--- src/rtl/fare_calc.sv ---
`default_nettype none
// ============================================================================
//  Module   : fare_calc
//  Purpose  : Taxi fare calculator. Takes the 0.1 km distance count from the
//             km counter and produces the fare in 0.1 yuan units. The base
//             fare covers the first FREE_KM. Every further 0.1 km costs RATE.
//             A sequential shift-add multiply computes the distance charge.
//             A sequential double-dabble converter produces the BCD digits.
//             The result saturates at MAX_FARE.
//  Ports    : sys_clk    in   1   system clock, rising edge
//             sys_reset  in   1   synchronous active-high reset
//             data_km    in   16  distance in 0.1 km (async to sys_clk)
//             night      in   1   night tariff select (FARE_NIGHT_EN only)
//             fare_bin   out  16  fare, binary, 0.1 yuan
//             fare_bcd   out  16  fare, 4 BCD digits, [15:12] = hundreds
//             point      out  4   decimal point position, constant 4'b0010
//             fare_valid out  1   one-cycle pulse when the fare updates
//             busy       out  1   high while a computation is in progress
//  Options  : define FARE_NIGHT_EN to add the night port and night tariff
//  Revision : 1.0  initial release
// ============================================================================
module fare_calc #(
    parameter logic [15:0] BASE_FARE  = 16'd100,
    parameter logic [15:0] FREE_KM    = 16'd30,
    parameter logic [3:0]  RATE       = 4'd2,
    parameter logic [3:0]  NIGHT_RATE = 4'd3,
    parameter logic [15:0] MAX_FARE   = 16'd9999
) (
    input  logic        sys_clk,
    input  logic        sys_reset,
    input  logic [15:0] data_km,
`ifdef FARE_NIGHT_EN
    input  logic        night,
`endif
    output logic [15:0] fare_bin,
    output logic [15:0] fare_bcd,
    output logic [3:0]  point,
    output logic        fare_valid,
    output logic        busy
);

    typedef enum logic [2:0] {
        ST_IDLE = 3'd0,
        ST_LOAD = 3'd1,
        ST_MUL  = 3'd2,
        ST_SAT  = 3'd3,
        ST_BCD  = 3'd4,
        ST_DONE = 3'd5
    } state_t;

    localparam logic [15:0] C_KM_MAX  = 16'd9999;
    // Reset value of km_last. It never equals a real sample that follows
    // reset, so the first stable sample always starts a computation.
    localparam logic [15:0] C_KM_NONE = 16'hFFFF;
    localparam logic [3:0]  C_MUL_END = 4'd3;
    localparam logic [3:0]  C_BCD_END = 4'd13;

    state_t      state_q, state_d;
    logic [15:0] s1_q, s2_q, s3_q;
    logic [15:0] km_last_q, km_last_d;
    logic [13:0] chg_q, chg_d;
    logic [3:0]  rate_q, rate_d;
    logic [19:0] acc_q, acc_d;
    logic [3:0]  cnt_q, cnt_d;
    logic [13:0] res_q, res_d;
    // Double-dabble working register: {BCD[15:0], binary[13:0]}.
    logic [29:0] dd_q, dd_d;
    logic [15:0] fare_bin_q, fare_bin_d;
    logic [15:0] fare_bcd_q, fare_bcd_d;

    logic        w_stable;
    logic        w_change;
    logic [15:0] w_km_clamp;
    logic [13:0] w_chg;
    logic [19:0] w_partial;
    logic [19:0] w_sum;
    logic [13:0] w_res;
    logic [29:0] w_dd_step;
    logic [3:0]  w_rate_sel;

`ifdef FARE_NIGHT_EN
    logic n1_q, n2_q;
    logic night_last_q, night_last_d;
`endif

    // One double-dabble step: add 3 to every BCD digit >= 5, then shift.
    function automatic logic [29:0] dd_step(input logic [29:0] v);
        logic [29:0] t;
        t = v;
        for (int k = 0; k < 4; k++) begin
            if (t[14+4*k +: 4] >= 4'd5) begin
                t[14+4*k +: 4] = t[14+4*k +: 4] + 4'd3;
            end
        end
        return {t[28:0], 1'b0};
    endfunction

    assign w_stable   = (s2_q == s3_q);
    assign w_km_clamp = (s3_q > C_KM_MAX) ? C_KM_MAX : s3_q;
    // The clamped distance is at most 9999, so the charge fits in 14 bits.
    assign w_chg      = (w_km_clamp > FREE_KM) ? (w_km_clamp[13:0] - FREE_KM[13:0]) : 14'd0;
    assign w_partial  = {6'd0, chg_q} << cnt_q[1:0];
    assign w_sum      = acc_q + {4'd0, BASE_FARE};
    assign w_res      = (w_sum > {4'd0, MAX_FARE}) ? MAX_FARE[13:0] : w_sum[13:0];
    assign w_dd_step  = dd_step(dd_q);

`ifdef FARE_NIGHT_EN
    assign w_change   = (s3_q != km_last_q) || (n2_q != night_last_q);
    assign w_rate_sel = n2_q ? NIGHT_RATE : RATE;
`else
    assign w_change   = (s3_q != km_last_q);
    assign w_rate_sel = RATE;
`endif

    always_comb begin
        state_d    = state_q;
        km_last_d  = km_last_q;
        chg_d      = chg_q;
        rate_d     = rate_q;
        acc_d      = acc_q;
        cnt_d      = cnt_q;
        res_d      = res_q;
        dd_d       = dd_q;
        fare_bin_d = fare_bin_q;
        fare_bcd_d = fare_bcd_q;
`ifdef FARE_NIGHT_EN
        night_last_d = night_last_q;
`endif
        case (state_q)
            ST_IDLE: begin
                if (w_stable && w_change) begin
                    state_d = ST_LOAD;
                end
            end
            ST_LOAD: begin
                km_last_d = s3_q;
`ifdef FARE_NIGHT_EN
                night_last_d = n2_q;
`endif
                chg_d   = w_chg;
                rate_d  = w_rate_sel;
                acc_d   = 20'd0;
                cnt_d   = 4'd0;
                state_d = ST_MUL;
            end
            ST_MUL: begin
                // Rate bits are consumed LSB first; cnt_q is the bit index.
                if (rate_q[cnt_q[1:0]]) begin
                    acc_d = acc_q + w_partial;
                end
                if (cnt_q == C_MUL_END) begin
                    cnt_d   = 4'd0;
                    state_d = ST_SAT;
                end else begin
                    cnt_d = cnt_q + 4'd1;
                end
            end
            ST_SAT: begin
                res_d   = w_res;
                dd_d    = {16'd0, w_res};
                state_d = ST_BCD;
            end
            ST_BCD: begin
                dd_d = w_dd_step;
                if (cnt_q == C_BCD_END) begin
                    // Last shift: publish so the values are visible in DONE.
                    cnt_d      = 4'd0;
                    fare_bin_d = {2'd0, res_q};
                    fare_bcd_d = w_dd_step[29:14];
                    state_d    = ST_DONE;
                end else begin
                    cnt_d = cnt_q + 4'd1;
                end
            end
            ST_DONE: begin
                state_d = ST_IDLE;
            end
            default: begin
                state_d = ST_IDLE;
            end
        endcase
    end

    always_ff @(posedge sys_clk) begin
        if (sys_reset) begin
            state_q    <= ST_IDLE;
            s1_q       <= 16'd0;
            s2_q       <= 16'd0;
            s3_q       <= 16'd0;
            km_last_q  <= C_KM_NONE;
            chg_q      <= 14'd0;
            rate_q     <= 4'd0;
            acc_q      <= 20'd0;
            cnt_q      <= 4'd0;
            res_q      <= 14'd0;
            dd_q       <= 30'd0;
            fare_bin_q <= 16'd0;
            fare_bcd_q <= 16'd0;
`ifdef FARE_NIGHT_EN
            n1_q         <= 1'b0;
            n2_q         <= 1'b0;
            night_last_q <= 1'b0;
`endif
        end else begin
            state_q    <= state_d;
            s1_q       <= data_km;
            s2_q       <= s1_q;
            s3_q       <= s2_q;
            km_last_q  <= km_last_d;
            chg_q      <= chg_d;
            rate_q     <= rate_d;
            acc_q      <= acc_d;
            cnt_q      <= cnt_d;
            res_q      <= res_d;
            dd_q       <= dd_d;
            fare_bin_q <= fare_bin_d;
            fare_bcd_q <= fare_bcd_d;
`ifdef FARE_NIGHT_EN
            n1_q         <= night;
            n2_q         <= n1_q;
            night_last_q <= night_last_d;
`endif
        end
    end

    assign fare_bin   = fare_bin_q;
    assign fare_bcd   = fare_bcd_q;
    assign point      = 4'b0010;
    assign fare_valid = (state_q == ST_DONE);
    assign busy       = (state_q != ST_IDLE);

endmodule
`default_nettype wire

--- config.mk ---
export PLATFORM = sky130hd
export DESIGN_NAME = fare_calc
export DESIGN_NICKNAME = d
export VERILOG_FILES = /design/src/rtl/fare_calc.sv
export SDC_FILE = /design/constraint.sdc
export NUM_CORES = 1
export LEC_CHECK = 0
export CORE_MARGIN = 2
export CORE_UTILIZATION = 59
export DETAILED_ROUTE_END_ITERATION = 10
export GPL_TIMING_DRIVEN = 0
export PLACE_DENSITY = 0.79
export SLEW_MARGIN = 20
export SYNTH_ARGS = -nofsm -noshare
export SYNTH_HDL_FRONTEND = slang
export SYNTH_SLANG_ARGS = --single-unit
export TNS_END_PERCENT = 100
--- constraint.sdc ---
create_clock -name sys_clk -period 3.76 [get_ports sys_clk]
set_input_delay 0.376 -clock sys_clk [delete_from_list [all_inputs] [get_ports sys_clk]]
set_output_delay 0.376 -clock sys_clk [all_outputs]
set_load 0.01 [all_outputs]
==> impl_results.md <==
* Number of distinct library cells after synthesis at 72
* Diode count at 0
* Final instance area at 10,100 um^2
* RD Place Congestion at 0.904
* Std cell rows at 44
* HP Start: s1_q[8]
* Final Skew at 0.0101 ns
* DR DRC count at 0
* Final wirelength at 20,500 um
* Status: completed
* Clock sinks at 180
* Gr ovfl total at 0
* Worst setup path start: cnt_q[0]
* Per-cell routed wire length at 15.8 um
* YS warnings at 0
* Antenna violations before repair at 0
* Asr flop ratio synth at 0%
* FF+latch count, synth at 180
* Layout area overhead at 15.1%
* FF/Latch Area at 3600 um^2
* Final period util at 93.5%
* Clock tree buffer depth at 2
* Largest net degree at the start of global routing at 18
* Area of the multi-input gates at 4790 um^2
* Crit path capture type: flip-flop
* Least-Margin Pin Slew at 0.999 ns
* Final std cells w/o fill at 1,292
* Power Density at 397 nW/um^2
* Number of global-route vias before repair at 6,950
* # fillers at 1,197
* Avg Vias per Cell at 5.78
* Fin. Hold Viols at 0
* Final min period at 3.51 ns
* Synth Cell Area at 8770 um^2
* Crit Path Max Fanout at 10
* Most common flop cell mapped by yosys: dfxtp_1
* Core area at 14,500 um^2
* Share of the synthesized area in the top cell type at 41.1%
* Number of synthesized flops with an enable pin at 0
* Syn Inst Count at 1,023
* Top cells by area, synth: dfxtp_1 (41%), nand2_1 (6.0%), ha_1 (4.3%)
* WHS at 0.435 ns
* Clock slew at reported path FFs at 0.07 ns
* TritonCTS clock tree: done
* Largest area contributor in the netlist: dfxtp_1
* Layout cells sized above 1 at 6.86%
* Die X at 126 um
* Routed Antenna Nets at 0
* CTS H-Tree Depth at 4
* Die area at 15,800 um^2
* Seq/Total Area, Yosys at 41.1%
* Max incr delay on CP at 0.38 ns
* DR vias at 7,468
* Slowest CP cell: fa_1
* Final number of setup-violating endpoints at 0
* Die Ht at 126 um
* Cells after DPL at 1,260
* Port Buffers at 49
* Final Max Tran Viols at 0
* CTS root buf: clkbuf_16
* GR Util All Layers at 26.5%
* Fmax at 0.285 GHz
* DP Area at 9500 um^2
* Most common cell on crit path: clkbuf_2
* TritonRoute pass-1 iters at 6
* Post-DP HPWL at 14,800 um
* IR Drop Worst-Case VDD at 0.000346 V
* Max Cap Viol at 0
* DR iter-0 viols at 799
* Most common cell after layout, fill and taps aside: dfxtp_1
* Element type at the critical path start: flip-flop
* CTS Buf Count at 17
* CP arrival at 3.85 ns
* Starting density of the core at 60.3%
* Synthesized area per cell at 8.57 um^2
* Relative slew slack at 32.9%
* Most frequent cells in the layout: dfxtp_1 (180), nand2_1 (141), nor2_1 (70), a21oi_1 (68), nor2b_1 (55)
* Global-route wire length before repair at 33,900 um
* RR Startpoint: cnt_q[0]
* Io pins at 56
* Worst-Skew Late Latency at 0.45 ns
* Critical Path, Cell by Cell: clkbuf_2, clkbuf_2, clkbuf_2, nor3b_1, ha_1, inv_1, fa_1, nor2b_1, o2111ai_2, a211oi_2, o31a_1, o21ai_0, a32o_1
* Worst EP required at 4.10 ns
* P_leak at 3.78 nW
* HP Class: reg2reg
* WS Path Type: reg2reg
* Final #Nets at 1,144
cell usage after synthesis (all sizes together), types with 4 or more instances:
cell and n:
dfxtp 180, nand2 141, a21oi 70, nor2 70
clkbuf 56, nor2b 55, o21ai 52, nand3 39
xnor2 35, ha 30, xor2 29, a22oi 25
inv 24, nor3 24, buf 16, a31oi 14
mux2i 13, a211oi 10, nand2b 10, or3 10
a22o 9, nand4 9, mux4 8, and3 7
a21o 6, nor3b 6, nor4 6, o211ai 5
o32ai 5, nor4b 4, o31a 4, o31ai 4
or2 4, or4 4
metal layers:
metal,wire length (um),up-vias,track usage (%)
met5,0,-,0
met4,523,0,10.4
met3,911,41,4.50
met2,9960,213,44.9
met1,9070,3492,33.9
li1,-,3722,-
power breakdown:
| part | internal [mW] | leakage [nW] | switching (mW) | total [mW] |
|---|---|---|---|---|
| Combinational | 0.124 | 2.05 | 0.180 | 0.304 |
| Sequential | 1.95 | 1.46 | 0.0300 | 1.98 |
| Clock | 0.908 | 0.277 | 0.813 | 1.72 |
cell families (layout without fill, tap and decap cells):
group | after synthesis | in the layout | share of synthesized area [%]
and+or+nand+nor | 397 | 397 | 22.3
AOI/OAI and AO/OA | 231 | 231 | 17.3
DFF | 180 | 180 | 41.1
buffers and inverters | 96 | 177 | 4.57
xor gates and xnor gates | 64 | 64 | 6.48
adders and majority gates | 31 | 31 | 4.51
muxes | 22 | 22 | 3.67
other | 2 | 6 | 0.0857
stage by stage:
step | power [mW] | TNS, ns | setup slack [ns] | util [%]
finish | 4.01 | 0 | 0.245 | 69.4
floorplan | 2.23 | 0 | 0.380 | -
detailed placement | 2.32 | -0.371 | -0.200 | 65.4
global placement | 2.32 | -0.309 | -0.183 | 65.4
global route | 4.15 | -0.0533 | -0.0533 | 69.4
CTS | 4.02 | 0 | 0.129 | 69.3
final timing paths:
path                     to  slack [ns]  cells past startpoint
setup / recovery  acc_q[14]        0.25                     13
hold / removal      s2_q[8]        0.43                      1
setup reg to reg  acc_q[14]        0.25                     13
hold reg to reg     s2_q[8]        0.43                      1
sequential cells by signal, indices dropped and copies added, names as in the netlist, 16 cells and up:
| name | cells |
|---|---|
| acc_q | 20 |
| dd_q | 30 |
| fare_bcd | 16 |
| km_last_q | 16 |
| s1_q | 16 |
| s2_q | 16 |
| s3_q | 16 |
area by class of cell:
| cell class | count | share of cell area, % |
|---|---|---|
| Clock inverter | 12 | 1.10 |
| Timing Repair Buffer | 49 | 4.86 |
| Tap cell | 184 | 2.28 |
| Sequential cell | 180 | 35.7 |
| Multi-Input combinational cell | 751 | 47.5 |
| Buffer | 72 | 3.12 |
| Inverter | 24 | 0.893 |
| Clock buffer | 20 | 4.53 |
worst max-delay path, delay by kind of cell (launching register included):
family,cells,cell delay [ns]
buffers and inverters,4,0.78
AND/OR/NAND/NOR,2,0.54
adder cells (fa/ha/maj),2,0.60
flip-flops,1,0.33
AO/OA/AOI/OAI,5,1.15
what timing repair did:
item                       CTS  global route
hold buffers                 0             0
setup endpoints to repair    6             8
setup buffers                0             0
gates resized for setup      2             8
Note: power is estimated with default switching activity, not from simulation.
